$ cat src/rtl/arm_ctrl_pkg.sv
// Shared types and encodings for the multi-cycle ARM sequencing controller.
package arm_ctrl_pkg;

  typedef enum logic [2:0] {
    ST_IDLE,
    ST_FETCH,
    ST_DECODE,
    ST_EXEC,
    ST_MEM,
    ST_FAULT
  } state_e;

  // Instr[27:26] instruction class
  localparam logic [1:0] OP_DP  = 2'b00;
  localparam logic [1:0] OP_MEM = 2'b01;
  localparam logic [1:0] OP_BR  = 2'b10;
  localparam logic [1:0] OP_UND = 2'b11;

  localparam logic [1:0] ALU_ADD = 2'b00;
  localparam logic [1:0] ALU_SUB = 2'b01;
  localparam logic [1:0] ALU_AND = 2'b10;
  localparam logic [1:0] ALU_ORR = 2'b11;

  localparam logic [1:0] IMM_DP  = 2'b00;
  localparam logic [1:0] IMM_MEM = 2'b01;
  localparam logic [1:0] IMM_BR  = 2'b10;

  localparam logic [1:0] RS_NORM = 2'b00;
  localparam logic [1:0] RS_BR   = 2'b01;
  localparam logic [1:0] RS_STR  = 2'b10;

  // Instr[24:21] data-processing cmd values that are supported
  localparam logic [3:0] CMD_ADD = 4'b0100;
  localparam logic [3:0] CMD_SUB = 4'b0010;
  localparam logic [3:0] CMD_AND = 4'b0000;
  localparam logic [3:0] CMD_ORR = 4'b1100;

  localparam int WCNT_W = 4;

  // Control fields latched in DECODE and held until the instruction commits
  typedef struct packed {
    logic [1:0] op;
    logic       load;
    logic       alu_src;
    logic [1:0] imm_src;
    logic [1:0] reg_src;
    logic [1:0] alu_ctrl;
  } ctl_t;

endpackage

$ cat src/rtl/arm_decoder.sv
// Purely combinational instruction decoder: Instr -> control fields + unsupported flag.
module arm_decoder
  import arm_ctrl_pkg::*;
(
  input  logic [31:0] instr,
  output ctl_t        ctl,
  output logic        unsupported
);

  // Condition field and register/offset fields are handled by the datapath.
  logic unused_bits;
  assign unused_bits = ^{instr[31:28], instr[19:0]};

  // Map the instruction class and sub-fields onto datapath controls
  always_comb begin
    ctl         = '0;
    unsupported = 1'b0;
    ctl.op      = instr[27:26];
    case (instr[27:26])
      OP_DP: begin
        ctl.alu_src = instr[25];
        ctl.imm_src = IMM_DP;
        ctl.reg_src = RS_NORM;
        case (instr[24:21])
          CMD_ADD: ctl.alu_ctrl = ALU_ADD;
          CMD_SUB: ctl.alu_ctrl = ALU_SUB;
          CMD_AND: ctl.alu_ctrl = ALU_AND;
          CMD_ORR: ctl.alu_ctrl = ALU_ORR;
          default: unsupported  = 1'b1;
        endcase
      end
      OP_MEM: begin
        ctl.load     = instr[20];
        ctl.alu_src  = 1'b1;
        ctl.imm_src  = IMM_MEM;
        // U bit selects add or subtract of the offset
        ctl.alu_ctrl = instr[23] ? ALU_ADD : ALU_SUB;
        // STR reads the store data register through the Rd read port
        ctl.reg_src  = instr[20] ? RS_NORM : RS_STR;
      end
      OP_BR: begin
        ctl.alu_src  = 1'b0;
        ctl.imm_src  = IMM_BR;
        ctl.reg_src  = RS_BR;
        ctl.alu_ctrl = ALU_ADD;
      end
      default: unsupported = 1'b1;
    endcase
  end

endmodule

$ cat src/rtl/arm_seq_ctrl.sv
// Multi-cycle sequencing controller: fetch/decode/execute/memory FSM with
// bounded ready-wait handling and a sticky fault state.
module arm_seq_ctrl
  import arm_ctrl_pkg::*;
#(
  parameter int MEM_TIMEOUT = 15
) (
  input  logic        clk,
  input  logic        rst,
  input  logic [31:0] Instr,
  input  logic        imem_ready,
  input  logic        dmem_ready,
  output logic        imem_req,
  output logic        dmem_req,
  output logic        dmem_we,
  output logic [1:0]  RegSrc,
  output logic [1:0]  ImmSrc,
  output logic [1:0]  ALUControl,
  output logic        RegWrite,
  output logic        ALUSrc,
  output logic        MemtoReg,
  output logic        PCSrc,
  output logic        MemWrite,
  output logic        PCEn,
  output logic        IRWrite,
  output logic        fault
);

  localparam logic [WCNT_W-1:0] TIMEOUT_CNT = WCNT_W'(MEM_TIMEOUT);

  state_e            state_q, state_d;
  logic [WCNT_W-1:0] wait_cnt_q, wait_cnt_d;
  logic [WCNT_W-1:0] wait_inc;
  ctl_t              ctl_q, ctl_d;
  ctl_t              dec_ctl;
  logic              dec_unsupported;

  arm_decoder u_decoder (
    .instr       (Instr),
    .ctl         (dec_ctl),
    .unsupported (dec_unsupported)
  );

  // Next state, wait counter and latched decode fields
  always_comb begin
    state_d    = state_q;
    wait_cnt_d = wait_cnt_q;
    ctl_d      = ctl_q;
    // wait_inc is the number of not-ready cycles including the current one,
    // so the timeout fires on the MEM_TIMEOUT-th consecutive waiting cycle
    // and a ready in that same cycle still wins.
    wait_inc   = wait_cnt_q + 1'b1;
    case (state_q)
      ST_IDLE: begin
        state_d    = ST_FETCH;
        wait_cnt_d = '0;
      end
      ST_FETCH: begin
        if (imem_ready) begin
          state_d = ST_DECODE;
        end else begin
          wait_cnt_d = wait_inc;
          if (wait_inc == TIMEOUT_CNT) state_d = ST_FAULT;
        end
      end
      ST_DECODE: begin
        ctl_d      = dec_ctl;
        wait_cnt_d = '0;
        if (dec_unsupported)          state_d = ST_FAULT;
        else if (dec_ctl.op == OP_MEM) state_d = ST_MEM;
        else                           state_d = ST_EXEC;
      end
      ST_EXEC: begin
        state_d    = ST_FETCH;
        wait_cnt_d = '0;
      end
      ST_MEM: begin
        if (dmem_ready) begin
          state_d    = ST_FETCH;
          wait_cnt_d = '0;
        end else begin
          wait_cnt_d = wait_inc;
          if (wait_inc == TIMEOUT_CNT) state_d = ST_FAULT;
        end
      end
      ST_FAULT: state_d = ST_FAULT;
      default:  state_d = ST_FAULT;
    endcase
  end

  // State registers with asynchronous active-low reset
  always_ff @(posedge clk or negedge rst) begin
    if (!rst) begin
      state_q    <= ST_IDLE;
      wait_cnt_q <= '0;
      ctl_q      <= '0;
    end else begin
      state_q    <= state_d;
      wait_cnt_q <= wait_cnt_d;
      ctl_q      <= ctl_d;
    end
  end

  // Output decode from state and latched fields; only fetch handshake and
  // MEM commit strobes look at the ready inputs
  always_comb begin
    imem_req   = 1'b0;
    dmem_req   = 1'b0;
    dmem_we    = 1'b0;
    RegSrc     = '0;
    ImmSrc     = '0;
    ALUControl = '0;
    RegWrite   = 1'b0;
    ALUSrc     = 1'b0;
    MemtoReg   = 1'b0;
    PCSrc      = 1'b0;
    MemWrite   = 1'b0;
    PCEn       = 1'b0;
    IRWrite    = 1'b0;
    fault      = 1'b0;
    case (state_q)
      ST_FETCH: begin
        imem_req = 1'b1;
        IRWrite  = imem_ready;
      end
      ST_EXEC: begin
        RegSrc     = ctl_q.reg_src;
        ImmSrc     = ctl_q.imm_src;
        ALUControl = ctl_q.alu_ctrl;
        ALUSrc     = ctl_q.alu_src;
        PCEn       = 1'b1;
        RegWrite   = (ctl_q.op == OP_DP);
        PCSrc      = (ctl_q.op == OP_BR);
      end
      ST_MEM: begin
        RegSrc     = ctl_q.reg_src;
        ImmSrc     = ctl_q.imm_src;
        ALUControl = ctl_q.alu_ctrl;
        ALUSrc     = ctl_q.alu_src;
        dmem_req   = 1'b1;
        dmem_we    = ~ctl_q.load;
        // Mux select held for the whole access so the datapath sees it stable
        MemtoReg   = ctl_q.load;
        if (dmem_ready) begin
          PCEn     = 1'b1;
          MemWrite = ~ctl_q.load;
          RegWrite = ctl_q.load;
        end
      end
      ST_FAULT: fault = 1'b1;
      default: ;
    endcase
  end

endmodule
$ cat config.mk
export PLATFORM = sky130hd
export DESIGN_NAME = arm_seq_ctrl
export DESIGN_NICKNAME = d
export VERILOG_FILES = /design/src/rtl/arm_ctrl_pkg.sv /design/src/rtl/arm_decoder.sv /design/src/rtl/arm_seq_ctrl.sv
export SDC_FILE = /design/constraint.sdc
export NUM_CORES = 1
export LEC_CHECK = 0
export BUFFER_PORTS_ARGS = -buffer_cell sky130_fd_sc_hd__buf_2
export CAP_MARGIN = 0
export CORE_UTILIZATION = 45
export DETAILED_ROUTE_END_ITERATION = 6
export PLACE_DENSITY = 0.78
export SKIP_LAST_GASP = 1
export SLEW_MARGIN = 20
export SYNTH_ARGS = -nofsm -noshare
export SYNTH_HDL_FRONTEND = slang
export SYNTH_SLANG_ARGS = --single-unit
export TNS_END_PERCENT = 1
$ cat constraint.sdc
create_clock -name clk -period 2.82 [get_ports clk]
set_input_delay 0.282 -clock clk [delete_from_list [all_inputs] [get_ports clk]]
set_output_delay 0.282 -clock clk [all_outputs]
set_load 0.02 [all_outputs]
======== Word level (Yosys, flattened, before mapping) ========
Index checks and enable logic that the tools add are counted.
storage, ports and cells
  output and inout port bits .............. 17
  logic and storage cells ................. 67
  register bits ........................... 17
  bits of input ports ..................... 36
operators by class
  reductions and logical operators ........ 11
  mux-type cells .......................... 33
  equality and inequality tests ........... 13
  $add $sub $neg .......................... 1
  bitwise logic cells ..................... 1
operator list
  operator                                              number
  case mux 7 bit (3 select lines)                       1
  two-way mux 1 bit                                     15
  two-way mux 3 bit                                     5
  case mux 3 bit (4 select lines)                       1
  case mux 4 bit (3 select lines)                       1
  equality test 4 bit (second input constant)           2
  two-way mux 2 bit                                     4
  two-way mux 4 bit                                     2
  equality test 3 x 2 -> 1 bit (second input constant)  2
  equality test 3 bit (second input constant)           2
  case mux 1 bit (2 select lines)                       3
  case mux 2 bit (3 select lines)                       1
  OR reduction 2 bit                                    3
  adder 4 x 1 -> 4 bit (second input constant)          1
  equality test 2 bit (second input constant)           2
  equality test 4 x 2 -> 1 bit (second input constant)  1
  equality test 4 x 3 -> 1 bit (second input constant)  1
  logical NOT 2 bit                                     2
  logical NOT 4 bit                                     1
  OR reduction 4 bit                                    1
  equality test 3 x 1 -> 1 bit (second input constant)  1
  logical NOT 3 bit                                     1
  nonzero test 3 bit                                    1
  OR reduction 3 bit                                    1
  4 further kinds                                       4

======== Logic depth before layout (Yosys ltp) ========
  depth in word-level cells ............... 6
  mapped depth ............................ 6

======== By module ========
From an unflattened synthesis, not the netlist that was laid out.
second synthesis, totals
  cells, all modules ...................... 119
  area total of the unflattened synthesis .. 1113.6 um2
modules (own cells, without submodules)
  module        instances  area an instance (um2)  sequential area each (um2)  cells an instance
  arm_seq_ctrl  1          975.9                   425.4                       97
  arm_decoder   1          137.6                   0.0                         22

======== Least setup slack after synthesis ========
OpenSTA, ideal clock, no wires.
  kind .................................... register to output
  start ................................... reg state_q[1]
  end ..................................... out RegSrc[0]
  required time ........................... 2538 ps
  slack ................................... 1261 ps
  cell stages (with the launch flop) ...... 7
  path buffers ............................ 2
  arrival ................................. 1277 ps
  path through ............................ dfrtp_1 -> buf_6 -> nor2_4 -> nand2_1 -> nand2_1 -> and2_1 -> buf_4
between the ends
  word-level cells in the longest chain between the ends .. 3
  elaborated cells on any way between the ends .. 4
ends and longest elaborated chain
  what                                                                 line                 RTL
  from (decl)                                                          arm_seq_ctrl.sv:31   state_e state_q, state_d;
  from (signal assigned)                                               arm_seq_ctrl.sv:98   state_q <= state_d;
  equality test 3 bit or equality test 3 x 2 -> 1 bit (tied branches)  arm_seq_ctrl.sv:121  case (state_q)
  OR reduction 2 bit (no line) (*)                                     n/a
  two-way mux 2 bit (*)                                                arm_seq_ctrl.sv:121
  to (decl)                                                            arm_seq_ctrl.sv:16   output logic [1:0] RegSrc,
Mark *: on every way between the ends. The rest lies on a longest branch, timed or not.

======== Worst setup path in the final report ========
  start ................................... reg state_q[0]
  end ..................................... out ALUControl[1]
between the ends
  word-level cells in the longest chain between the ends .. 3
  elaborated cells on any way between the ends .. 4
ends and longest elaborated chain
  what                                                                 line                 RTL
  equality test 3 bit or equality test 3 x 2 -> 1 bit (tied branches)  arm_seq_ctrl.sv:121
  OR reduction 2 bit (no line) (*)                                     n/a
  two-way mux 2 bit (*)                                                arm_seq_ctrl.sv:121
  to (decl)                                                            arm_seq_ctrl.sv:18   output logic [1:0] ALUControl,
Marked as above.

==> flow_metrics.tcl <==
set metrics [dict create \
    criticalPathCategory "reg2out" \
    drv_cap 0 \
    drive_above_1_share 0.275 \
    cts-buffers-inserted 3 \
    ys_seq_elements 16 \
    initial_utilization 0.488 \
    grt_overflow 0 \
    syn_nets 167 \
    grt_usage 0.185 \
    synthFlopType "dfrtp_1" \
    fmaxAchievable_mhz 511 \
    start_kind "flip-flop" \
    fin_util 0.565 \
    die_width_um 51.7 \
    p_total_mw 1.11 \
    synth.avg_cell_area_um2 8.89 \
    cp-end-kind "output port" \
    placed_cells 176 \
    rsz0062_at_grt "no" \
    status "complete, no violations" \
    grt_max_degree 17 \
    portBuffers 28 \
    coreArea_mm2 0.00228 \
    firstDrtPassIters 4 \
    area_delta_synth_final_pct 15.8 \
    clock_latency_ns 0.29 \
    synth.distinct_cells 41 \
    period_share 0.694 \
    drt_iter0_drc 8 \
    cts_tree "yes" \
    grt_pass1_vias 842 \
    peakVddDrop_uv 401 \
    pwr_density_cell_mw_per_mm2 866 \
    clockBufferDepth 2 \
    hold_viol 0 \
    ios 53 \
    wl_per_cell_um 12.0 \
    grt_pass1_wl_um 3660 \
    timing.slew.headroom 0.667 \
    clkSlewWorstSetupHoldPaths_ns 0.10 \
    synth_edf_count 0 \
    root_buffer "clkbuf_4" \
    path_max_fanout 11 \
    period_needed_ns 1.96 \
    r2r_slack_ns 1.25 \
    yosysWarnings 0 \
    grt_use_met1 0.227 \
    htree_levels 1 \
    top_usage_layer "met2" \
    min_path_type "in2reg" \
    ant_nets 0 \
    grt_util_met3 0.0175 \
    fin_cells 181 \
    synth_async_sr_flop_share 1.00 \
    fin_skew_ns 0.00111 \
    arrival_ns 1.67 \
    use_met2 0.327 \
    num-nets-final 196 \
    gp_congestion 0.751 \
    postRouteWirelength_um 2170 \
    post_cts_buffers 0 \
    post-dp-hpwl_um 1670 \
    fill_cells 203 \
    die_area_mm2 0.00267 \
    required_ns 2.54 \
    seqCellArea_um2 400 \
    worst_slew_pin_slew_ns 0.498 \
    multi_input_area_um2 631 \
    p_leak_nw 0.671 \
    setup_viol 0 \
    fin_setup_tns_ns 0 \
    ys_seq_area_frac 0.360 \
    netlist_area_mm2 0.00111 \
    syn_inst 125 \
    via_per_inst 5.14 \
    num_antenna_cells 0 \
    drv_slew 0 \
    cts_sinks 16 \
    antenna_found_initial 0 \
    vias 931 \
    die_height_um 51.7 \
    drc 0 \
    row_count 17 \
]
==> cells in the mapped netlist, types with 2 or more instances <==
cell,n,share of area
nand3_1,4,0.018
o31ai_1,2,0.014
a31oi_1,2,0.011
nor2_1,6,0.020
nor2b_1,4,0.023
ha_1,6,0.068
inv_1,7,0.024
o2bb2ai_1,2,0.016
inv_2,2,0.0068
buf_6,3,0.030
a21oi_1,3,0.014
dfrtp_1,16,0.36
and2_1,6,0.034
o21ai_1,2,0.0090
nand2_1,25,0.084
nor3b_2,3,0.034
xnor2_1,2,0.016
nand2b_1,2,0.011
nor3b_4,2,0.034
o21ai_0,5,0.023
==> power breakdown <==
part	internal (mW)	switching (mW)	total, mW
clock network	0.0786	0.0760	0.155
registers	0.318	0.116	0.434
logic	0.214	0.311	0.526
total	0.611	0.503	1.11
==> metrics by stage <==
step                      hold WS [ns]  setup WS [ns]  cell area [µm²]
after global placement           0.209           1.20             1240
after floorplan                -0.0136           1.26             1110
after detailed placement         0.215           1.18             1240
final                            0.214          0.864             1290
after CTS                        0.207          0.846             1290
after global routing             0.208          0.697             1290
==> area by class of cell <==
cell class	instances	share of cell area
Clock buffer	4	0.0282
Timing Repair Buffer	29	0.117
Tap cell	28	0.0272
Inverter	9	0.0263
Multi-Input combinational cell	95	0.490
Sequential cell	16	0.311
==> logic make-up after synthesis <==
group / Yosys count / share of synthesized area
simple gates: 60 / 0.314
compound gates: 25 / 0.153
flops: 16 / 0.360
buf+inv: 14 / 0.0721
fa+ha+maj: 6 / 0.0676
xor+xnor: 3 / 0.0237
mux: 1 / 0.00901
==> critical path, cell delays in order, from the launching register on <==
cell and delay [ns]:
dfrtp_1 0.55, nor2_4 0.19, nand2_1 0.13, nand2_1 0.20, and2_1 0.16, buf_2 0.16
==> cells in the final DEF, fill, tap and decap left out, types with 2 or more instances in the layout <==
cell type,count
ha_1,6
nor2_1,6
nand2b_1,2
inv_1,7
o21ai_1,2
nor3b_2,3
and2_1,6
a31oi_1,2
inv_2,2
xnor2_1,2
clkbuf_4,3
nor2b_1,4
o31ai_1,2
a21oi_1,3
dfrtp_1,16
buf_2,28
o21ai_0,5
nor3b_4,2
nand3_1,4
nand2_1,25
o2bb2ai_1,2
==> worst paths after layout <==
path / end / start / depth (start not counted)
max: ALUControl[1] / state_q[0] / 5
min: ctl_q[1] / Instr[22] / 2
max reg2reg: state_q[1] / state_q[2] / 3
min reg2reg: ctl_q[3] / ctl_q[3] / 2
max in group asynchronous: state_q[1] / rst / 2
min in group asynchronous: state_q[2] / rst / 2
==> what timing repair did <==
action | in CTS | in global routing
hold buffers | 1 | 0
gates resized for setup | 0 | 0
endpoints found under the hold margin | 16 | 0
==> per-layer routing <==
metal | vias up | routed length, µm
met4 | 0 | 23
met1 | 424 | 999
met3 | 2 | 71
met2 | 23 | 1080
met5 | - | 0
li1 | 482 | -
==> registers in the layout, summed over array words and instances, names as in the netlist <==
name,count
ctl_q,9
state_q,3
wait_cnt_q,4
Note: power is estimated with default switching activity, not from simulation.
